**config.mk**
```make
export PLATFORM = sky130hd
export DESIGN_NAME = mux_nx1_skid
export DESIGN_NICKNAME = d
export VERILOG_FILES = /design/src/rtl/mux_nx1_skid.sv
export SDC_FILE = /design/constraint.sdc
export NUM_CORES = 1
export LEC_CHECK = 0
export BUFFER_PORTS_ARGS = -buffer_cell sky130_fd_sc_hd__buf_2
export CAP_MARGIN = 20
export CORE_UTILIZATION = 48
export DETAILED_ROUTE_END_ITERATION = 8
export PLACE_DENSITY_LB_ADDON = 0.25
export SYNTH_ARGS = -nofsm -noshare
export SYNTH_HDL_FRONTEND = slang
export SYNTH_SLANG_ARGS = --single-unit
```
**constraint.sdc**
```tcl
create_clock -name clk -period 2.2 [get_ports clk]
set_clock_uncertainty 0.2 [all_clocks]
set_input_delay 0.11 -clock clk [delete_from_list [all_inputs] [get_ports clk]]
set_output_delay 0.11 -clock clk [all_outputs]
set_load 0.02 [all_outputs]
```
**src/rtl/mux_nx1_skid.sv**
```systemverilog
// -----------------------------------------------------------------------------
// mux_nx1_skid
//
// Registered N:1 datapath select with a valid/ready output interface.
// One of NUM_INPUTS channels of WIDTH bits is chosen by `select`, captured in
// an output register, and handed downstream. A one-entry skid register lets
// the block keep accepting one item per clock while downstream stalls. This
// is what allows `in_ready` to depend on registered state only.
//
// An out-of-range `select` falls back to channel 0 with effective index 0,
// and it sets the sticky `sel_err` flag when that item is accepted.
//
// Ports:
//   clk        in   rising-edge clock
//   reset      in   synchronous, active-high reset
//   in_bus     in   NUM_INPUTS*WIDTH flattened channels, k = in_bus[k*WIDTH +: WIDTH]
//   select     in   SEL_WIDTH channel index, sampled with in_bus on accept
//   in_valid   in   upstream offers in_bus/select
//   in_ready   out  block can accept this cycle
//   out        out  WIDTH registered selected data
//   out_sel    out  SEL_WIDTH effective index that produced out
//   out_valid  out  out/out_sel hold a valid item
//   out_ready  in   downstream consumes this cycle
//   sel_err    out  sticky: an out-of-range select was accepted
// -----------------------------------------------------------------------------
module mux_nx1_skid #(
  parameter  int WIDTH      = 32,
  parameter  int NUM_INPUTS = 4,
  localparam int SEL_WIDTH  = (NUM_INPUTS > 2) ? $clog2(NUM_INPUTS) : 1
) (
  input  logic                        clk,
  input  logic                        reset,
  input  logic [NUM_INPUTS*WIDTH-1:0] in_bus,
  input  logic [SEL_WIDTH-1:0]        select,
  input  logic                        in_valid,
  output logic                        in_ready,
  output logic [WIDTH-1:0]            out,
  output logic [SEL_WIDTH-1:0]        out_sel,
  output logic                        out_valid,
  input  logic                        out_ready,
  output logic                        sel_err
);

  // Occupancy of the two-entry (output + skid) storage.
  typedef enum logic [1:0] {
    EMPTY = 2'd0,
    ONE   = 2'd1,
    FULL  = 2'd2
  } state_e;

  state_e               state, state_nxt;
  logic                 skid_valid;
  logic [WIDTH-1:0]     skid_data;
  logic [SEL_WIDTH-1:0] skid_sel;

  logic                 accept, consume;
  logic                 in_range;
  logic [WIDTH-1:0]     sel_data;
  logic [SEL_WIDTH-1:0] eff_sel;

  logic                 load_out;     // output register takes a new item
  logic                 out_from_skid;// ... and that item comes from the skid
  logic                 load_skid;    // skid register takes the incoming item

  assign out_valid  = (state != EMPTY);
  assign skid_valid = (state == FULL);

  // Ready comes from registered state (and reset) only, so there is no
  // combinational in_valid -> in_ready path through this block.
  assign in_ready = !skid_valid && !reset;
  assign accept   = in_valid && in_ready;
  assign consume  = out_valid && out_ready;

  // Channel select. Scanning every legal index gives the channel-0 fallback
  // for free when select is out of range, with no out-of-bounds part-select.
  always_comb begin
    // NOTE: every signal written here gets a default first; a path that
    // skips an assignment would otherwise infer a latch.
    sel_data = in_bus[WIDTH-1:0];
    eff_sel  = '0;
    in_range = 1'b0;
    for (int k = 0; k < NUM_INPUTS; k++) begin
      if (select == SEL_WIDTH'(k)) begin
        sel_data = in_bus[k*WIDTH +: WIDTH];
        eff_sel  = select;
        in_range = 1'b1;
      end
    end
  end

  // Next-state and register load controls.
  always_comb begin
    state_nxt     = state;
    load_out      = 1'b0;
    out_from_skid = 1'b0;
    load_skid     = 1'b0;
    unique case (state)
      EMPTY: begin
        if (accept) begin
          state_nxt = ONE;
          load_out  = 1'b1;
        end
      end
      ONE: begin
        if (accept && consume) begin
          load_out = 1'b1;
        end else if (accept) begin
          state_nxt = FULL;
          load_skid = 1'b1;
        end else if (consume) begin
          state_nxt = EMPTY;
        end
      end
      FULL: begin
        // in_ready is low here, so only a consume can move the state.
        if (consume) begin
          state_nxt     = ONE;
          load_out      = 1'b1;
          out_from_skid = 1'b1;
        end
      end
      default: state_nxt = EMPTY;
    endcase
  end

  always_ff @(posedge clk) begin
    // NOTE: sequential state uses non-blocking assignments so every register
    // sees the pre-edge values of the others, independent of statement order.
    if (reset) begin
      // NOTE: the data registers are reset too, not just the valid bits,
      // because out/out_sel must read 0 after reset.
      state     <= EMPTY;
      out       <= '0;
      out_sel   <= '0;
      skid_data <= '0;
      skid_sel  <= '0;
      sel_err   <= 1'b0;
    end else begin
      state <= state_nxt;
      if (load_out) begin
        out     <= out_from_skid ? skid_data : sel_data;
        out_sel <= out_from_skid ? skid_sel  : eff_sel;
      end
      if (load_skid) begin
        skid_data <= sel_data;
        skid_sel  <= eff_sel;
      end
      if (accept && !in_range) begin
        sel_err <= 1'b1;
      end
    end
  end

endmodule
```
# After elaboration in Yosys (flattened, before gate mapping)
# Index checks and enable logic that the tools add are counted.
[classes]
n_reduce_logical = 12
eq_ne = 9
mux = 26
[op_table]
columns = ["operator", "count"]
rows = [
  ["32-bit 2-to-1 mux", 4],
  ["2-bit 2-to-1 mux", 10],
  ["1-bit 2-to-1 mux", 10],
  ["2-bit == test (second input constant)", 3],
  ["2-bit one-hot mux with 3 select lines", 1],
  ["1-bit logical AND", 5],
  ["2-bit by 1-bit == test with 1-bit output (second input constant)", 2],
  ["2-bit zero test", 2],
  ["2-bit inequality test (second input constant)", 2],
  ["4-bit AND reduction", 1],
  ["1-bit zero test", 3],
  ["3-bit inequality test (second input constant)", 1],
  ["1-bit one-hot mux with 3 select lines", 1],
  ["2-bit by 1-bit inequality test with 1-bit output (second input constant)", 1],
  ["2-bit nonzero test", 1],
]
[totals]
out_inout_bits = 37
input_bits = 134
word_cells = 53
ff_bits = 71

# Longest topological paths before layout
# Gate-level depths: netlist of run 1.
[logic_depth]
depth_word = 7
ltp_mapped = 7
mapped_depth_nobuf = 3

# Worst setup path after synthesis of run 1
# OpenSTA, ideal clock, no wires.
[synth_timing]
path_kind = "register to register"
from = "register state[1]"
to = "register out[0]"
t_arrival_ns = 1.548
required_time_ns = 1.911
stages_incl_launch_ff = 8
synth_period_minus_slack_ns = 1.837
setup_ns = 0.089
slack_ns = 0.363
cell_sequence = "dfxtp_1 buf_4 and3b_1 buf_6 or3_1 buf_6 buf_6 a311oi_2"
[synth_between]
elab_chain_len = 7
elab_cells_between_ends = 15
cone_classes = "2 x eq/ne; 6 x mux; 7 x reduce/logical"
[synth_rtl]
columns = ["item", "line", "rtl"]
rows = [
  ["from (decl)", "51", "state_e state, state_nxt;"],
  ["from (signal assigned)", "139", "state <= state_nxt;"],
  ["2-bit == test", "66, 97", ""],
  ["1-bit zero test", "70", "assign in_ready = !skid_valid && !reset;"],
  ["1-bit logical AND", "70", ""],
  ["1-bit logical AND", "71", "assign accept = in_valid && in_ready;"],
  ["1-bit logical AND", "105", "if (accept && consume) begin"],
  ["1-bit 2-to-1 mux", "105", ""],
  ["1-bit one-hot mux with 3 select lines", "97", "unique case (state)"],
  ["to (signal assigned)", "141", "out <= out_from_skid ? skid_data : sel_data;"],
  ["to (decl)", "37", "output logic [WIDTH-1:0] out,"],
]
# Several ways; a longest one is shown, not always the timed one.
# A chain may end at the register's enable or synchronous reset.

# Worst setup path in the final report of run 1
[layout_timing]
from = "input reset"
to = "output in_ready"
[layout_between]
elab_chain_len = 2
[layout_rtl]
columns = ["item", "line", "rtl"]
rows = [
  ["from (decl)", "32", "input logic reset,"],
  ["1-bit zero test", "70", ""],
  ["1-bit logical AND", "70", ""],
  ["to (decl)", "36", "output logic in_ready,"],
]
# Every way passes these cells.

==> results of run 1 <==
## layout make-up
type | instances | area share
Multi-Input combinational cell | 292 | 0.454
Sequential cell | 71 | 0.271
Timing Repair Buffer | 197 | 0.210
Clock buffer | 11 | 0.0289
Tap cell | 105 | 0.0250
Clock inverter | 5 | 0.0107
## cell families after synthesis
kind of cell | after synthesis | synth area share
AND/OR/NAND/NOR | 154 | 0.192
flip-flops | 71 | 0.351
AO/OA/AOI/OAI | 105 | 0.209
multiplexers | 33 | 0.181
buffers and inverters | 55 | 0.0671
## state kept, by name, summed over array words and instances (netlist names)
name and cells:
skid_sel 2, out_sel 2, state 2, out 32, skid_data 32, sel_err 1
## Yosys cell counts (2+ instances only)
cell	count	area (sq um)
dfxtp_1	71	1420
nor4_1	34	213
clkbuf_1	38	143
a311oi_1	4	35.0
nand3_1	34	170
mux4_2	32	721
nor2b_1	4	25.0
o21ai_0	4	20.0
buf_4	6	45.0
buf_6	5	56.3
a21oi_1	36	180
a311oi_2	30	450
buf_2	4	20.0
nand2_1	69	259
buf_1	2	7.51
nor2_1	2	7.51
o21ai_1	30	150
## per-stage QoR
stage / power, W / worst slack, ns / util
global route: 0.00345 / 0.00165 / 0.642
detailed placement: 0.00224 / 0.115 / 0.611
finish: 0.00331 / 0.0841 / 0.642
CTS: 0.00332 / 0.0968 / 0.642
floorplan: 0.00196 / 0.363 / -
global placement: 0.00222 / 0.176 / 0.611
## worst reg2reg max path, stage by stage, from the launching register on
cell      delay [ns]
dfxtp_2         0.41
and3b_2         0.26
or3_2           0.51
buf_4           0.24
a311oi_1        0.27
## routing by layer
layer	part of all wire	up-vias
met5	0	-
met4	0.023	0
met3	0.068	21
met2	0.51	177
met1	0.40	1927
li1	-	1908
## final timing paths
| kind | start | endpoint | cells past startpoint |
|---|---|---|---|
| max reg2reg | state[1]$_SDFFE_PP0P_ | out[18]$_SDFFE_PP0P_ | 4 |
| max | reset | in_ready | 5 |
| min reg2reg | sel_err$_SDFFE_PP0P_ | sel_err$_SDFFE_PP0P_ | 1 |
| min | in_valid | state[0]$_SDFFE_PP0P_ | 4 |
## repair_timing
action / in CTS / in global routing
hold endpoints to repair: 13 / 0
hold buffers: 4 / 0
endpoints found under the setup margin: 0 / 1
gates resized for setup: 0 / 1
## power groups by stage
| stage | sequential [W] | combinational (W) | clock, W |
|---|---|---|---|
| 6_report | 0.00140 | 0.000815 | 0.00109 |
| 5_1_grt | 0.00141 | 0.000883 | 0.00116 |
| 4_1_cts | 0.00140 | 0.000817 | 0.00111 |
| 3_5_place_dp | 0.00143 | 0.000811 | 0 |
| 3_3_place_gp | 0.00143 | 0.000791 | 0 |
| 2_1_floorplan | 0.00150 | 0.000465 | 0 |
==> impl_metrics.tcl, run 1 <==
set metrics [dict create \
    port_buffers 170 \
    grt_pass1_wl_microns 17700 \
    grt_pass1_vias 3783 \
    ant_nets 0 \
    combPwrFrac 0.246 \
    switching_share 0.296 \
    path_buf_inv 4 \
    ys_ff_latch 71 \
    drive_gt1_frac 0.488 \
    track_usage 0.257 \
    start_kind "input port" \
    start_util 0.495 \
    design_area_sq_um 5250 \
    syn2layout_area_growth_pct 29.6 \
    crit_path_end_kind "output port" \
    cts.root.buffer_cell "clkbuf_8" \
    setup_viol 0 \
    finalHoldViolCount 0 \
    synth.net_count 552 \
    drt_pass1_iterations 4 \
    layout.cells.non_filler 681 \
    p_clk_frac 0.330 \
    layout.nets 705 \
    crit_chain "dlygate4sd3_1 -> buf_4 -> buf_4 -> nor2_1 -> buf_2" \
    nFillCells 679 \
    postCtsSetupBuffers 0 \
    cp.arrival_ns 1.81 \
    critPathKind "in2out" \
    cp_max_fo 58 \
    mostFrequentLayoutCells "169 x buf_2, 70 x dfxtp_1, 69 x nand2_1" \
    clk_pin_slew_ns 0.07 \
    drc_errors 0 \
    use_met1 0.316 \
    cp_top_family "buffers and inverters" \
    antenna_found_initial 0 \
    drt_iter0_markers 229 \
    use_met3 0.0494 \
    synthDistinctLibCells 30 \
    placed_cells_incl_taps 661 \
    dp.final_hpwl_microns 7560 \
    status "complete, no violations" \
    synth_flop_cell "dfxtp_1" \
    finalSetupTns_ns 0 \
    fin_crit_ns 2.12 \
    max_stage_delay_ns 0.63 \
    grt_use_met2 0.446 \
    fmax_mhz 473 \
    seqPwrFrac 0.424 \
    async_reset_ff_frac 0 \
    multi_input_area_sq_um 2380 \
    drv_slew 0 \
    place_area_sq_um 5000 \
    avgViaCountPerCell 5.92 \
    ir_drop_mv 0.380 \
    powerDensity_nw_per_um2 630 \
    grt_max_degree 69 \
    finalCritPeriodShare 0.962 \
    io_pins 171 \
    crit_top_cell "buf_4" \
    yosysSeqAreaShare 0.351 \
    post_drt_wl_per_cell_microns 16.2 \
    leakage_nw 2.12 \
    rows 33 \
    die_y_microns 93.8 \
    coreArea_sq_um 8180 \
    die_w_microns 93.8 \
    dieArea_sq_um 8800 \
    critical-path-slowest-cell "buf_4" \
    syn_area_per_cell_sq_um 9.68 \
    regToRegSetupSlack_ns 0.21 \
    drv_cap 0 \
    switchingPower_w 0.000980 \
    internal_power_w 0.00233 \
    cts_tree "yes" \
    busiest_layer "met2" \
    cts_sinks 71 \
    num_vias 4033 \
    antenna_cells 0 \
    yosys_warnings 0 \
    seqCellArea_sq_um 1420 \
    gp_congestion 0.795 \
    worstHoldPathType "in2reg" \
    drt_wl_total_microns 11000 \
    grt-ovfl-total 0 \
    synth_edf_count 0 \
    cts_buffers 9 \
    h-tree-depth 3 \
    clock_path_buffers 2 \
    clk_latency_ns 0.35 \
    hold-worst-slack_ns 0.0610 \
    syn_area_sq_um 4050 \
    max_slew_margin 0.499 \
    synthCells 418 \
    final_common_cell "buf_2" \
    cp.required_ns 1.89 \
    rsz0062_at_grt "false" \
    max_slew.worst_pin.slew_ns 0.751 \
]
No activity file was read; power rests on OpenSTA's default activity.
==> run 2, diff against run 1 <==
--- a/config.mk
+++ b/config.mk
@@ -5,7 +5,7 @@
 export SDC_FILE = /design/constraint.sdc
 export NUM_CORES = 1
 export LEC_CHECK = 0
-export BUFFER_PORTS_ARGS = -buffer_cell sky130_fd_sc_hd__buf_2
+export BUFFER_PORTS_ARGS = -buffer_cell sky130_fd_sc_hd__buf_4
 export CAP_MARGIN = 20
 export CORE_UTILIZATION = 48
 export DETAILED_ROUTE_END_ITERATION = 8
==> run 2 against run 1 <==
  * First-iteration DRC count is 26% higher
  * Register-to-register slack worse by 0.13 ns
  * Maximum frequency is 0.30% lower
==> impl_metrics.tcl, run 2 (synthesis results as in run 1) <==
set metrics [dict create \
    drive_gt1_frac 0.482 \
    crit_path_end_kind "register" \
    powerDensity_nw_per_um2 605 \
    port_buffers 170 \
    seqPwrFrac 0.412 \
    io_pins 171 \
    setup_viol 0 \
    gp_congestion 0.797 \
    internal_power_w 0.00245 \
    cts.root.buffer_cell "clkbuf_8" \
    p_clk_frac 0.319 \
    hold-worst-slack_ns 0.0188 \
    cp.arrival_ns 2.16 \
    max_slew_margin 0.616 \
    placed_cells_incl_taps 658 \
    reg2reg_depth 4 \
    max_stage_delay_ns 0.52 \
    track_usage 0.273 \
    mostFrequentLayoutCells "187 x buf_4, 71 x dfxtp_1, 69 x nand2_1" \
    min_from "in_valid" \
    rsz0062_at_grt "false" \
    syn2layout_area_growth_pct 39.3 \
    reg.largest.list "out (32), skid_data (32)" \
    layout.cells.non_filler 678 \
    cp_max_fo 17 \
    nFillCells 637 \
    hold_depth 4 \
    r2r_start "state[1]$_SDFFE_PP0P_" \
    leakage_nw 2.23 \
    max_slew.worst_pin.slew_ns 0.574 \
    post_drt_wl_per_cell_microns 17.5 \
    crit_chain "and3b_2 -> or3_2 -> buf_4 -> a311oi_2" \
    grt_max_degree 69 \
    die_y_microns 93.8 \
    ir_drop_mv 0.284 \
    h-tree-depth 3 \
    finalCritPeriodShare 0.965 \
    r2r_end "out[5]$_SDFFE_PP0P_" \
    status "complete, no violations" \
    avgViaCountPerCell 6.00 \
    num_vias 4065 \
    cp-startpoint "state[1]$_SDFFE_PP0P_" \
    drc_errors 0 \
    antenna_found_initial 0 \
    critPathKind "reg2reg" \
    cts_sinks 71 \
    fin_util 0.690 \
    combPwrFrac 0.269 \
    fmax_mhz 471 \
    clk_pin_slew_ns 0.07 \
    grt_pass1_vias 4045 \
    switchingPower_w 0.000960 \
    grt-ovfl-total 0 \
    cts_buffers 9 \
    critical-path-slowest-cell "or3_2" \
    clk_latency_ns 0.34 \
    start_kind "register" \
    die_w_microns 93.8 \
    drv_cap 0 \
    drt-met1-wl_microns 4490 \
    finalSetupTns_ns 0 \
    dr_wl_met3_microns 756 \
    layout.nets 702 \
    cp.required_ns 2.23 \
    coreArea_sq_um 8180 \
    worstHoldPathType "in2reg" \
    regToRegSetupSlack_ns 0.08 \
    grt_pass1_wl_microns 18700 \
    highest_layer "met4" \
    drt_pass1_iterations 7 \
    final_common_cell "buf_4" \
    clock_path_buffers 2 \
    dr_wl_met2_microns 6250 \
    finalHoldViolCount 0 \
    ant_nets 0 \
    crit_path_end "out[5]$_SDFFE_PP0P_" \
    report.power.total_w 0.00341 \
    postCtsSetupBuffers 0 \
    drt_wl_total_microns 11900 \
    rows 33 \
    drv_slew 0 \
    fin_crit_ns 2.12 \
    dp.final_hpwl_microns 7760 \
    dieArea_sq_um 8800 \
    cts_tree "yes" \
    switching_share 0.281 \
    drt_iter0_markers 289 \
    antenna_cells 0 \
    start_util 0.495 \
]
## run 2: cell types whose count changed in the layout (fill, tap and decap cells not counted), sizes merged
cell,before,now
buf,193,190
clkbuf,11,13
clkinv,3,2
clkinvlp,1,0
## run 2: layout make-up
class / count / area [sq um] / share of cell area
well taps: 105 / 131 / 0.0233
clock buffers: 13 / 169 / 0.0300
repair buffers: 194 / 1500 / 0.265
flip-flops and latches: 71 / 1420 / 0.252
clock inverters: 3 / 40.0 / 0.00710
multi-input cells: 292 / 2380 / 0.422
## run 2: what timing repair did
action                                 in CTS  in global routing
hold buffers                                4                  0
setup endpoints to repair                   0                  1
endpoints found under the hold margin      12                  0
gates resized for setup                     0                  1
## run 2: worst min path at each step
stage / to / slack [ns]
after floorplan: state[1]$_SDFFE_PP0P_ / 0.15
after global placement: state[1]$_SDFFE_PP0P_ / 0.16
after detailed placement: state[1]$_SDFFE_PP0P_ / 0.16
after CTS: state[0]$_SDFFE_PP0P_ / 0.009
after global routing: state[0]$_SDFFE_PP0P_ / 0.04
final: state[0]$_SDFFE_PP0P_ / 0.02
## run 2: power groups by stage
stage	combinational [W]	sequential, W	clock, W
after floorplan	0.000465	0.00150	0
after global placement	0.000885	0.00143	0
after detailed placement	0.000906	0.00143	0
after CTS	0.000919	0.00140	0.00110
after global routing	0.000980	0.00141	0.00116
final	0.000918	0.00140	0.00109
## run 2: metal layers
| metal | track usage | up-vias |
|---|---|---|
| li1 | - | 1900 |
| met1 | 0.315 | 1956 |
| met2 | 0.485 | 182 |
| met3 | 0.0421 | 27 |
| met4 | 0.140 | 0 |
| met5 | 0 | - |
## run 2: worst max-delay path, delay by kind of cell, from the launching register on
kind,cells,cell delay (ns)
AND/OR/NAND/NOR,2,0.83
AO/OA/AOI/OAI,1,0.27
buffers and inverters,1,0.25
flip-flops,1,0.47
## run 2: stage by stage
stage,cell area (sq um),setup slack [ns]
detailed placement,5390,0.149
global route,5640,0.0255
finish,5640,0.0778
floorplan,4050,0.363
global placement,5390,0.226
CTS,5630,0.0724
